<file path="src/rtl/led_blinker_array.sv">
// Multi-channel LED blinker: shared 1 ms prescaler, per-channel OFF/ON/BLINK/BURST modes.
// Config writes are applied in the following cycle; cfg_ready only drops during reset. led and burst_done are registered.
module led_blinker_array #(
  parameter int CLK_FREQ_KHz    = 50000,
  parameter int CHANNELS        = 4,
  parameter int CNT_W           = 16,
  parameter int BURST_W         = 4,
  parameter int DEFAULT_HALF_MS = 500,
  localparam int CH_W           = (CHANNELS > 1) ? $clog2(CHANNELS) : 1
) (
  input  logic                clk,
  input  logic                rst,
  input  logic                cfg_valid,
  output logic                cfg_ready,
  input  logic [CH_W-1:0]     cfg_ch,
  input  logic [1:0]          cfg_mode,
  input  logic [CNT_W-1:0]    cfg_half_ms,
  input  logic [BURST_W-1:0]  cfg_burst,
  output logic [CHANNELS-1:0] led,
  output logic [CHANNELS-1:0] burst_done
);

  localparam int PS_W  = (CLK_FREQ_KHz > 1) ? $clog2(CLK_FREQ_KHz) : 1;
  localparam int REM_W = BURST_W + 1;
  localparam logic [CNT_W-1:0] RST_HALF =
      (DEFAULT_HALF_MS == 0) ? CNT_W'(1) : CNT_W'(DEFAULT_HALF_MS);

  typedef enum logic [1:0] {
    MODE_OFF   = 2'd0,
    MODE_ON    = 2'd1,
    MODE_BLINK = 2'd2,
    MODE_BURST = 2'd3
  } mode_e;

  logic [PS_W-1:0]  ps_cnt;
  logic             tick;
  logic             wr_en;
  logic [CNT_W-1:0] cfg_half_eff;
  logic [REM_W-1:0] burst_load;

  mode_e            mode     [CHANNELS];
  logic [CNT_W-1:0] half     [CHANNELS];
  logic [CNT_W-1:0] cnt      [CHANNELS];
  logic [CNT_W-1:0] last_cnt [CHANNELS];
  logic [REM_W-1:0] rem      [CHANNELS];

  assign cfg_ready    = ~rst;
  assign wr_en        = cfg_valid & cfg_ready & (32'(cfg_ch) < CHANNELS);
  assign tick         = (ps_cnt == PS_W'(CLK_FREQ_KHz - 1));
  // A zero half-period is stored as 1 so the expiry compare never underflows.
  assign cfg_half_eff = (cfg_half_ms == '0) ? CNT_W'(1) : cfg_half_ms;
  assign burst_load   = {cfg_burst, 1'b0} - REM_W'(1);

  always_comb begin
    for (int i = 0; i < CHANNELS; i++) begin
      last_cnt[i] = half[i] - CNT_W'(1);
    end
  end

  always_ff @(posedge clk) begin
    if (rst || tick) begin
      ps_cnt <= '0;
    end else begin
      ps_cnt <= ps_cnt + PS_W'(1);
    end
  end

  always_ff @(posedge clk) begin
    for (int i = 0; i < CHANNELS; i++) begin
      if (rst) begin
        mode[i]       <= MODE_BLINK;
        half[i]       <= RST_HALF;
        cnt[i]        <= '0;
        rem[i]        <= '0;
        led[i]        <= 1'b1;
        burst_done[i] <= 1'b0;
      end else if (wr_en && (cfg_ch == CH_W'(i))) begin
        // A write wins over a coincident tick: the channel restarts its period.
        half[i]       <= cfg_half_eff;
        cnt[i]        <= '0;
        rem[i]        <= burst_load;
        burst_done[i] <= 1'b0;
        case (mode_e'(cfg_mode))
          MODE_OFF: begin
            mode[i] <= MODE_OFF;
            led[i]  <= 1'b0;
          end
          MODE_ON: begin
            mode[i] <= MODE_ON;
            led[i]  <= 1'b1;
          end
          MODE_BLINK: begin
            mode[i] <= MODE_BLINK;
            led[i]  <= 1'b1;
          end
          MODE_BURST: begin
            if (cfg_burst == '0) begin
              mode[i]       <= MODE_OFF;
              led[i]        <= 1'b0;
              burst_done[i] <= 1'b1;
            end else begin
              mode[i] <= MODE_BURST;
              led[i]  <= 1'b1;
            end
          end
        endcase
      end else begin
        burst_done[i] <= 1'b0;
        if (tick && (mode[i] == MODE_BLINK || mode[i] == MODE_BURST)) begin
          if (cnt[i] == last_cnt[i]) begin
            cnt[i] <= '0;
            if (mode[i] == MODE_BURST && rem[i] == REM_W'(1)) begin
              mode[i]       <= MODE_OFF;
              led[i]        <= 1'b0;
              burst_done[i] <= 1'b1;
            end else begin
              led[i] <= ~led[i];
              if (mode[i] == MODE_BURST) begin
                rem[i] <= rem[i] - REM_W'(1);
              end
            end
          end else begin
            cnt[i] <= cnt[i] + CNT_W'(1);
          end
        end
      end
    end
  end

endmodule

</file>
<file path="config.mk">
export PLATFORM = sky130hd
export DESIGN_NAME = led_blinker_array
export DESIGN_NICKNAME = d
export VERILOG_FILES = /design/src/rtl/led_blinker_array.sv
export SDC_FILE = /design/constraint.sdc
export NUM_CORES = 1
export LEC_CHECK = 0
export CAP_MARGIN = 20
export CORE_AREA = 2 2 153 155
export DETAILED_ROUTE_END_ITERATION = 12
export DIE_AREA = 0 0 155 157
export GPL_TIMING_DRIVEN = 0
export PLACE_DENSITY = 0.64
export REMOVE_ABC_BUFFERS = 1
export SLEW_MARGIN = 20
export SYNTH_ARGS = -nofsm -noshare
export SYNTH_HDL_FRONTEND = slang
export SYNTH_SLANG_ARGS = --single-unit
</file>
<file path="constraint.sdc">
create_clock -name clk -period 4.1 [get_ports clk]
set_input_delay 0.82 -clock clk [delete_from_list [all_inputs] [get_ports clk]]
set_output_delay 0.82 -clock clk [all_outputs]
set_load 0.1 [all_outputs]
</file>
After elaboration in Yosys (flattened, before gate mapping)
Memories as Yosys holds them, arrays and structs flattened. Cells that the tools add are included.

Word-level logic and storage cells: 378. Memories: 4. Bits in latches: 0. Bits in registers: 24. ROM bits: 0. Input bits: 27. RAM bits: 156.

Memory list: cnt (words 4, bits a word 16, read ports 4, clocked after Yosys merged registers in 0, write ports 4, line 43) `logic [CNT_W-1:0] cnt [CHANNELS];`; half (words 4, bits a word 16, read ports 4, clocked after Yosys merged registers in 0, write ports 4, line 42) `logic [CNT_W-1:0] half [CHANNELS];`; rem (words 4, bits a word 5, read ports 4, clocked after Yosys merged registers in 0, write ports 4, line 45) `logic [REM_W-1:0] rem [CHANNELS];`; mode (words 4, bits a word 2, read ports 4, clocked after Yosys merged registers in 0, write ports 4, line 41) `mode_e mode [CHANNELS];`.

Shift-type cells: 0. Order comparisons: 0. Reduce and logical (&&, ||, !) cells: 34. Divide/modulo/power cells: 0. Bitwise operators: 54. $add $sub $neg: 14. Multiply operators: 0. Eq/ne operators: 23. Mux-type cells: 243.

Operator list (count): $mux W16 (17); $mux W1 (193); $add A16 B1 Y16 const B (5); $eq A16 B16 Y1 (4); $sub A16 B1 Y16 const B (4); $mux W2 (24); $or A1 B1 Y1 (48); $mux W5 (8); $sub A5 B1 Y5 const B (5); $eq A2 B2 Y1 const B (12); $eq A5 B1 Y1 const B (4); $eq A16 B16 Y1 const B (1); $logic_not A16 Y1 (1); $reduce_bool A2 Y1 (8); $logic_and A1 B1 Y1 (12); $reduce_and A2 Y1 (4); $logic_or A1 B1 Y1 (5); $not A1 Y1 (5); $eq A2 B1 Y1 const B (2); $logic_not A2 Y1 (2); $logic_not A4 Y1 (1); $pmux W1 S3 (1); $reduce_or A2 Y1 (1); $and A1 B1 Y1 (1).

Longest topological paths before layout
Depth in word-level cells: 12. Gate-level depth with buffers: 11. Depth with buffers taken out: 9.

Worst setup path before layout
No wires, ideal clock.

Kind: input to register. Start: input rst. End: memory cnt[0][10] (data pin). Buffers on the path: 3. Data arrival time: 3292 ps. Setup time: 257 ps. Required time: 3843 ps. Setup slack: 551 ps. Stages on the path: 10. Cell sequence: clkbuf_1 > inv_1 > nand2_1 > nor3_1 > nor2_1 > inv_1 > or3_1 > clkbuf_1 > buf_2 > nor2_1.

RTL lines: start, declared (line 12) `input logic rst,`; end, declared (line 43).

==> summary.txt <==
Outcome
  • Status: finished, final reports clean

Critical path
  • Critical path origin: half[0][2]
  • End of the worst register-to-register path: rem[0][3]
  • Critical-path top delay cell: nor4_1
  • Critical R2R Launch: half[0][2]
  • Depth of the worst register-to-register path: 7
  • CP Cell Sequence: or3_1 -> or3_1 -> a2111oi_0 -> nand4_1 -> nor4_1 -> nand4b_1 -> nand2_1
  • Worst Setup EP: rem[0][3]
  • Req. time, crit path: 4.23 ns
  • Data arrival at the endpoint of the critical path: 3.98 ns
  • Critical path endpoint category: flip-flop
  • Type of the worst setup path: reg2reg
  • Setup slack on the worst flop-to-flop path: 0.25 ns
  • Max Fanout on Critical Path: 9
  • Max stage delay on crit path: 0.69 ns
  • Sort of element at the start of the critical path: flip-flop
  • Cell type with the highest occurrence count on the critical path: or3_1

Clocking
  • Total CTS buffers: 17
  • Count of buffers added by post-CTS timing repair for setup: 0
  • Clock edge transition at the registers on the reported setup and hold paths: 0.08 ns
  • Number of sinks driven by the clock tree: 180
  • Worst-skew pair later-pin latency: 0.44 ns
  • Clock buffer depth: 2
  • Root Buffer: clkbuf_16
  • TritonCTS clock tree: built
  • Clock H-tree levels: 4

Synthesis
  • Share of synthesized area occupied by flip-flops and latches: 0.479
  • Top flip-flop cell by instance count after synthesis: edfxtp_1
  • Post-synthesis cell area: 10800 um2
  • Flops & latches, synth: 180
  • Number of enable flip-flop cells after synthesis: 156
  • Cell count after synthesis: roughly 1.1k
  • Number of distinct library cells after synthesis: 67
  • Post-Syn Area per Cell: 9.96 um2
  • Async set-or-reset flop fraction in the synthesized netlist: 0
  • Yosys warning total: 0

Route
  • Starting DRC count in detailed routing: ~580
  • Antenna-violating nets left: 0
  • Post-route DRC: 0
  • First-pass DRT Iterations: 4
  • Detail-routed via count per cell: 5.69
  • Drt total wl: 23.9 mm
  • Average wire per cell in the routed design: 17.1 um
  • Total number of vias: 7957

Pwr
  • Proportion of power drawn by combinational gates: 0.104
  • Total internal power: 0.00309 W
  • Leakage Power: 4.15 nW
  • Sequential Power Share: 0.520
  • Pwr per Cell Area: 356 nW/um2
  • Design Power: about 0.0043 W
  • IR Drop Worst-Case VDD: roughly 0.21 mV
  • Proportion of total power due to net switching: 0.275
  • Clock network power share: 0.376
  • Reported net switching power: 0.00117 W

Finish
  • Highest-count cells in the layout ignoring fill and taps: 156 x edfxtp_1, 142 x nor2_1, 84 x xnor2_1
  • Final net count: 1151
  • Layout cell share with drive strength beyond 1: 0.0539
  • Post-route cell area: 12000 um2
  • Multi-input gate area: 5340 um2
  • Most common cell after layout, fill and taps aside: edfxtp_1
  • Diode count: 0
  • Final core area utilization: 0.531
  • Number of inserted filler cells in the final layout: slightly above 2k
  • Area taken by flip-flops and latches: 5160 um2
  • Area growth from synthesis to final layout: 10.8%

Floorplanning
  • Initial Util: 0.479
  • Total Die Area: approximately 24000 um2
  • Overall die height: 157 um
  • Number of placement rows: 55
  • I/O pins: 36
  • Floorplan core area: ~23000 um2
  • Die Width: 155 um

Global routing
  • Via count of the first global-routing pass: 7609
  • Grt total ovfl: 0
  • Wire length of the first global-routing pass: 40.0 mm
  • Total routing usage reported by global routing: 0.209
  • Initial antenna violation count: 0
  • Largest net degree at the start of global routing: 24

Placement
  • # port buffers: 35
  • Gp weighted congestion: 0.853
  • Placement Cell Area: ~11000 um2
  • Post-detailed-placement half-perimeter wirelength: 17.2 mm

Timing
  • Worst-margin pin slew: 1.04 ns
  • Final Critical Period: between 3 and 4 ns
  • Tightest hold margin: 0.474 ns
  • Fin Clk Skew: 0.00967 ns
  • Fraction of the cycle the final worst path needs: 0.939
  • Count of final max-slew check failures: 0
  • Setup repair after global routing missed its margin: false
  • Final setup viols: 0
  • Count of endpoints failing hold in the final timing report: 0
  • Maximum clock frequency: roughly 0.26 GHz
  • Slew headroom: 0.297

Run
  • Max-cap check violation count: 0

Worst hold path
  • Path class of the lowest-slack min-delay path: reg2reg
## power groups by stage
stage | combinational (W) | sequential, W | clock (W)
after detailed placement | 0.000437 | 0.00225 | 0
after floorplan | 0.000308 | 0.00222 | 0
after global placement | 0.000429 | 0.00225 | 0
after CTS | 0.000441 | 0.00221 | 0.00163
final | 0.000441 | 0.00221 | 0.00160
after global routing | 0.000495 | 0.00223 | 0.00170
## per-stage QoR
stage | setup slack, ns | TNS (ns) | std cells
global placement | -1.81 | -126.80 | 1366
detailed placement | -0.716 | -42.01 | 1367
floorplan | 0.0233 | 0 | 1046
global route | 0.00112 | 0 | 1399
finish | 0.251 | 0 | 1399
CTS | 0.0243 | 0 | 1399
## worst min path at each step
stage | start | end | slack (ns) | cells after the start
after floorplan | ps_cnt[0] | ps_cnt[0] | 0.43 | 1
after global placement | ps_cnt[0] | ps_cnt[0] | 0.45 | 1
after detailed placement | ps_cnt[0] | ps_cnt[0] | 0.46 | 1
after CTS | ps_cnt[0] | ps_cnt[0] | 0.48 | 1
after global routing | ps_cnt[0] | ps_cnt[0] | 0.52 | 1
final | ps_cnt[0] | ps_cnt[0] | 0.47 | 1
## cells in the mapped netlist, types with 16 or more instances
| cell type | n | share of area |
|---|---|---|
| edfxtp_1 | 156 | 0.43 |
| nor2_1 | 143 | 0.050 |
| xnor2_1 | 84 | 0.068 |
| nand2_1 | 76 | 0.026 |
| xor2_1 | 71 | 0.058 |
| inv_1 | 43 | 0.015 |
| nand3_1 | 42 | 0.019 |
| nor3_1 | 34 | 0.016 |
| and2_1 | 32 | 0.019 |
| clkbuf_1 | 32 | 0.011 |
| and3_1 | 31 | 0.018 |
| nand2b_1 | 30 | 0.017 |
| nand4_1 | 25 | 0.014 |
| dfxtp_1 | 24 | 0.045 |
| ha_1 | 23 | 0.027 |
| nor4_1 | 22 | 0.013 |
| or3_1 | 21 | 0.012 |
| a21oi_1 | 16 | 0.0074 |
| o21ai_0 | 16 | 0.0074 |
## cell type report
| cell class | count | area share |
|---|---|---|
| tap | 285 | 0.0298 |
| clock buffer | 17 | 0.0356 |
| timing repair buffer | 36 | 0.0305 |
| sequential | 180 | 0.432 |
| multi-input combinational | 823 | 0.447 |
| inverter | 43 | 0.0141 |
| clock inverter | 15 | 0.0113 |
## cells by family (layout without fill, tap and decap cells)
family          after synthesis  in the layout  synth area share
fa+ha+maj                    23             23            0.0267
flops                       180            180             0.479
xor+xnor                    155            155             0.126
simple gates                530            530             0.263
mux                           5              5           0.00475
buf+inv                      80            111            0.0290
compound gates              110            110            0.0724
## sequential cells by signal (all words and copies together), names as in the netlist
register    count
rem            20
half           64
mode            8
ps_cnt         16
led             4
burst_done      4
cnt            64
## timing repair
| item | in CTS | in global routing |
|---|---|---|
| setup endpoints to repair | 32 | 94 |
| hold buffers | 0 | 0 |
| resized for setup | 3 | 6 |
## worst max-delay path, delay by kind of cell, from the launching register on
kind            cells  cell delay (ns)
simple gates        6             2.39
compound gates      1             0.64
flops               1             0.51
## routing by layer
metal  track usage  part of all wire
met2         0.326              0.45
met3        0.0303             0.038
met5             0                 0
met1         0.300              0.49
met4        0.0679             0.021
Note: power is estimated with default switching activity, not from simulation.
